**config.mk**
```make
export PLATFORM = sky130hd
export DESIGN_NAME = mem_access_unit
export DESIGN_NICKNAME = d
export VERILOG_FILES = /design/src/rtl/mem_access_unit.sv
export SDC_FILE = /design/constraint.sdc
export NUM_CORES = 1
export LEC_CHECK = 0
export BUFFER_PORTS_ARGS = -buffer_cell sky130_fd_sc_hd__buf_2
export CAP_MARGIN = 20
export CORE_MARGIN = 3
export CORE_UTILIZATION = 54
export DETAILED_ROUTE_END_ITERATION = 7
export PLACE_DENSITY_LB_ADDON = 0.12
export SLEW_MARGIN = 20
export SYNTH_ARGS = -nofsm -noshare
export SYNTH_HDL_FRONTEND = slang
export SYNTH_SLANG_ARGS = --single-unit
export TNS_END_PERCENT = 10
```
**constraint.sdc**
```tcl
create_clock -name clk -period 5.63 [get_ports clk]
set_clock_uncertainty 0.1 [all_clocks]
set_input_delay 0.2815 -clock clk [delete_from_list [all_inputs] [get_ports clk]]
set_output_delay 0.2815 -clock clk [all_outputs]
set_load 0.01 [all_outputs]
```
**src/rtl/mem_access_unit.sv**
```systemverilog
// mem_access_unit: MEM-stage load/store engine driving a word-wide data-memory bus.
// Ports:
//   clk, reset           clock (rising edge) and asynchronous active-high reset
//   req_valid/req_ready  request handshake from EX/MEM; ready only while idle
//   memwrite, size,      store/load select, access size (01 byte, 10 half, 11 word, 00 no-op),
//   lunsigned            zero-extend for lbu/lhu
//   addr, wdata          byte address and right-justified store data
//   busy                 pipeline stall, high whenever an access is in progress
//   resp_valid, rdata,   one-cycle completion pulse with extended load data and
//   misalign_err         misalignment flag
//   bus_req/bus_we/...   data-memory bus: word address, byte enables, lane-aligned data,
//   bus_ack, bus_rdata   ack completes a beat, read data valid with ack
// Build option: define MEM_MISALIGN_SPLIT_EN to split misaligned accesses into two bus beats;
// otherwise a misaligned access skips the bus and responds with misalign_err.
module mem_access_unit #(
  parameter int AW = 32,
  parameter int DW = 32
) (
  input  logic          clk,
  input  logic          reset,
  input  logic          req_valid,
  output logic          req_ready,
  input  logic          memwrite,
  input  logic [1:0]    size,
  input  logic          lunsigned,
  input  logic [AW-1:0] addr,
  input  logic [DW-1:0] wdata,
  output logic          busy,
  output logic          resp_valid,
  output logic [DW-1:0] rdata,
  output logic          misalign_err,
  output logic          bus_req,
  output logic          bus_we,
  output logic [AW-1:0] bus_addr,
  output logic [3:0]    bus_be,
  output logic [DW-1:0] bus_wdata,
  input  logic          bus_ack,
  input  logic [DW-1:0] bus_rdata
);
  typedef enum logic [1:0] {IDLE, BUS0, BUS1, RESP} state_t;
  state_t          r_state, w_next;
  logic            r_we, r_uns, r_err;
  logic [1:0]      r_size;
  logic [AW-1:0]   r_addr;
  logic [DW-1:0]   r_wdata, r_beat0, r_rdata;
  logic            w_accept, w_in_err, w_in_skip, w_split, w_last_ack;
  logic [1:0]      w_off;
  logic [3:0]      w_nmask;
  logic [6:0]      w_mask;
  logic [AW-1:0]   w_base;
  logic [2*DW-1:0] w_wide;
  logic [DW-1:0]   w_merge, w_ext;
`ifdef MEM_MISALIGN_SPLIT_EN
  assign w_in_err = 1'b0;
`else
  assign w_in_err = (size == 2'b10 && addr[0]) || (size == 2'b11 && addr[1:0] != 2'b00);
`endif
  assign w_accept = req_valid && r_state == IDLE;
  assign w_in_skip = size == 2'b00 || w_in_err;
  assign w_off = r_addr[1:0];
  assign w_nmask = r_size == 2'b01 ? 4'b0001 : r_size == 2'b10 ? 4'b0011 :
                   r_size == 2'b11 ? 4'b1111 : 4'b0000;
  // bits [6:4] are the lanes that spill into the following word
  assign w_mask = {3'b000, w_nmask} << w_off;
  assign w_split = w_mask[6:4] != 3'b000;
  assign w_base = {r_addr[AW-1:2], 2'b00};
  // low half feeds the first beat, high half the spill-over beat
  assign w_wide = {{DW{1'b0}}, r_wdata} << {w_off, 3'b000};
  assign w_last_ack = bus_ack && ((r_state == BUS0 && !w_split) || r_state == BUS1);
  assign w_merge = DW'((r_state == BUS1 ? {bus_rdata, r_beat0} : {{DW{1'b0}}, bus_rdata})
                       >> {w_off, 3'b000});
  assign w_ext = r_size == 2'b01 ? {{24{w_merge[7] & ~r_uns}}, w_merge[7:0]} :
                 r_size == 2'b10 ? {{16{w_merge[15] & ~r_uns}}, w_merge[15:0]} : w_merge;
  always_comb begin
    w_next = r_state;
    unique case (r_state)
      IDLE:    w_next = !req_valid ? IDLE : w_in_skip ? RESP : BUS0;
      BUS0:    w_next = !bus_ack ? BUS0 : w_split ? BUS1 : RESP;
      BUS1:    w_next = bus_ack ? RESP : BUS1;
      default: w_next = IDLE;
    endcase
  end
  always_comb begin
    req_ready = r_state == IDLE;
    busy = r_state != IDLE;
    bus_req = r_state == BUS0 || r_state == BUS1;
    bus_we = bus_req && r_we;
    bus_addr = r_state == BUS0 ? w_base : r_state == BUS1 ? w_base + AW'(4) : '0;
    bus_be = r_state == BUS0 ? w_mask[3:0] : r_state == BUS1 ? {1'b0, w_mask[6:4]} : 4'b0000;
    bus_wdata = !bus_we ? '0 : r_state == BUS0 ? w_wide[DW-1:0] : w_wide[2*DW-1:DW];
    resp_valid = r_state == RESP;
    rdata = resp_valid ? r_rdata : '0;
    misalign_err = resp_valid && r_err;
  end
  always_ff @(posedge clk or posedge reset) begin
    if (reset) begin
      r_state <= IDLE;
      r_we <= 1'b0;
      r_uns <= 1'b0;
      r_err <= 1'b0;
      r_size <= 2'b00;
      r_addr <= '0;
      r_wdata <= '0;
      r_beat0 <= '0;
      r_rdata <= '0;
    end else begin
      r_state <= w_next;
      if (w_accept) begin
        r_we <= memwrite;
        r_uns <= lunsigned;
        r_err <= w_in_err;
        r_size <= size;
        r_addr <= addr;
        r_wdata <= wdata;
        r_rdata <= '0;
      end
      if (r_state == BUS0 && bus_ack) r_beat0 <= bus_rdata;
      if (w_last_ack && !r_we) r_rdata <= w_ext;
    end
  end
endmodule

```
==> results_dict.tcl <==
set metrics [dict create \
    post-cts-setup-buffer-count 0 \
    grt_overflow 0 \
    p_leak_nw 4.866 \
    powerDensity_nw_per_um2 583.3 \
    fin_nets 1187 \
    cp_max_fo 43 \
    antenna_found_initial 0 \
    synth_area_sq_um 8468 \
    layout-drive-gt1-share 0.3578 \
    portBuffers 207 \
    ys_async_sr_fraction 1.000 \
    cp.arrival_ns 3.64 \
    core_region_area_sq_um 15260 \
    die_width_um 131.2 \
    cts_tree "yes" \
    die_area_sq_um 17220 \
    dpl_worst_slack_ns 2.250 \
    drt_iter0_drc 693 \
    grt_setup_unrepaired "no" \
    grt_max_degree 91 \
    rows 45 \
    antennaDiodeCount 0 \
    ir_drop_uv 312.0 \
    relSlewSlack 0.3079 \
    total_power_w 0.006258 \
    grt_pass1_wl_mm 38.54 \
    tritoncts_num_sinks 135 \
    postSynthCellCount 850 \
    grt_pass1_vias 7159 \
    fmax_ghz 0.2892 \
    drc 0 \
    vias 7521 \
    die_y_um 131.2 \
    cts_resized 0 \
    yosysTopAreaCellShare 0.3989 \
    whs_ns 0.004388 \
    hold_violations 0 \
    synth_area_leaders "dfrtp_1 (40%), mux2_2 (17%), mux2i_1 (5.8%), nor2_1 (3.7%), o21ai_0 (3.4%)" \
    start_kind "register" \
    syn_avg_cell_area_sq_um 9.962 \
    drtAntennaViolNets 0 \
    cts_buffer_depth 2 \
    path_clk_slew_ns 0.06 \
    crit_type "reg2reg" \
    fin_crit_sh 0.6143 \
    synth-edff-count 0 \
    slew_violations 0 \
    routed_via_density 5.781 \
    routabilityCongestion 0.8801 \
    ys_ff_latch 135 \
    synthFlopType "dfrtp_1" \
    post-dp-hpwl_mm 16.03 \
    ys_types 56 \
    ios 210 \
    wl_mm 23.84 \
    yosysTopAreaCell "dfrtp_1" \
    status "finished, final reports clean" \
    ys_seq_area_frac 0.3989 \
    syn_to_final_growth_pct 26.70 \
    tightest_slew_ns 1.038 \
    end_kind "register" \
    htree_levels 4 \
    nFillCells 1189 \
    cap_violations 0 \
    fin_crit_ns 3.458 \
    initial_core_util 0.5550 \
    final_cell_mix "buf_2 (207), dfrtp_1 (133), mux2_2 (130)" \
    cts_buffers 17 \
    min_path_type "in2reg" \
    wl_per_cell_um 18.32 \
    finish.utilization 0.7032 \
    required_ns 5.81 \
    grt_use_total 0.2760 \
    final_common_cell "buf_2" \
    r2r_slack_ns 2.17 \
    setup_violations 0 \
    setup_tns_ns 0 \
    firstDrtPassIters 5 \
    worstSkewPairLatency_ns 0.43 \
    yosys_warnings 0 \
    cts_root_buf "clkbuf_16" \
    timing.final.ws_setup_ns 2.172 \
]
-- timing repair --
item,in CTS,in global routing
setup endpoints to repair,0,0
endpoints found under the hold margin,144,0
hold buffers,58,0
-- where the power goes --
| group | switching [W] | total (W) | internal, W |
|---|---|---|---|
| logic | 0.00163 | 0.00310 | 0.00147 |
| registers | 0.000568 | 0.00201 | 0.00144 |
| clock network | 0.000415 | 0.00115 | 0.000736 |
| total | 0.00262 | 0.00626 | 0.00364 |
-- cells in the mapped netlist (2+ instances only) --
| master | count |
|---|---|
| buf_4 | 4 |
| mux2_2 | 130 |
| a211oi_1 | 7 |
| a22o_1 | 13 |
| nor2b_1 | 8 |
| nand4_1 | 14 |
| nand2_1 | 39 |
| nor3b_1 | 2 |
| nand3_1 | 27 |
| mux2i_1 | 49 |
| and2_1 | 42 |
| xnor2_1 | 4 |
| o21ai_0 | 57 |
| a221o_1 | 7 |
| o21ai_1 | 2 |
| xor2_1 | 17 |
| a22oi_1 | 15 |
| or2_2 | 2 |
| clkbuf_1 | 35 |
| buf_1 | 8 |
| o2bb2ai_1 | 14 |
| mux4_2 | 7 |
| a2bb2oi_1 | 2 |
| o21a_1 | 8 |
| nor2_1 | 84 |
| a21oi_1 | 27 |
| nand2b_1 | 7 |
| a31o_2 | 2 |
| buf_6 | 2 |
| ha_1 | 5 |
| buf_2 | 15 |
| o22ai_1 | 10 |
| inv_1 | 10 |
| and4_1 | 2 |
| nor3_1 | 7 |
| a31oi_1 | 4 |
| nand3b_1 | 2 |
| and3_1 | 7 |
| dfrtp_1 | 135 |
| a21o_1 | 2 |
-- critical path: stages, from the launching register on --
cell and delay [ns]:
dfrtp_2 0.83, buf_4 0.49, or2_0 0.73, o22ai_1 0.18, o21ai_1 0.23, a311o_1 0.58, o2bb2ai_1 0.16
-- logic make-up (layout without fill, tap and decap cells) --
| family | count (synthesis) | in the layout | synth area share |
|---|---|---|---|
| adder cells (fa/ha/maj) | 5 | 5 | 0.007388 |
| multiplexers | 186 | 186 | 0.2494 |
| AND/OR/NAND/NOR | 249 | 249 | 0.1448 |
| other | 1 | 2 | 0.0004428 |
| buffers and inverters | 76 | 315 | 0.03960 |
| flip-flops | 135 | 135 | 0.3989 |
| XOR/XNOR | 21 | 21 | 0.02172 |
| AO/OA/AOI/OAI | 177 | 177 | 0.1377 |
-- final timing paths --
| path | startpoint | end | cells past startpoint |
|---|---|---|---|
| min in group asynchronous | reset | r_beat0[30] | 3 |
| hold / removal | wdata[14] | r_wdata[14] | 2 |
| max in group asynchronous | reset | r_rdata[2] | 4 |
| hold reg to reg | r_rdata[6] | r_rdata[6] | 2 |
| setup / recovery | r_addr[1] | r_rdata[25] | 6 |
| setup reg to reg | r_addr[1] | r_rdata[25] | 6 |
-- through the flow --
step / instance area [sq um] / std cells
after detailed placement: 9553 / 1212
final: 10730 / 1301
after global routing: 10730 / 1301
after global placement: 9553 / 1212
after floorplan: 8472 / 851
after CTS: 10730 / 1301
-- layout make-up --
class,instances,area [sq um],share of cell area
Inverter,11,46.29,0.004315
Tap cell,211,264.0,0.02461
Clock inverter,9,151.4,0.01411
Multi-Input combinational cell,640,4763,0.4440
Sequential cell,135,3383,0.3153
Clock buffer,22,444.2,0.04140
Timing Repair Buffer,273,1677,0.1563
-- per-layer routing --
metal,vias up,routed length [um],GRT usage
met5,-,0,0
met4,0,507,0.07643
met3,39,1785,0.07657
met2,320,10830,0.4156
met1,3626,10710,0.3941
li1,3536,-,-
-- state kept, by name, indices dropped and copies added, names as in the netlist --
signal,count
r_size,2
r_addr,32
r_state,2
r_wdata,32
r_beat0,32
r_err,1
r_we,1
r_rdata,32
r_uns,1
Power figures use the tool's default switching activity.
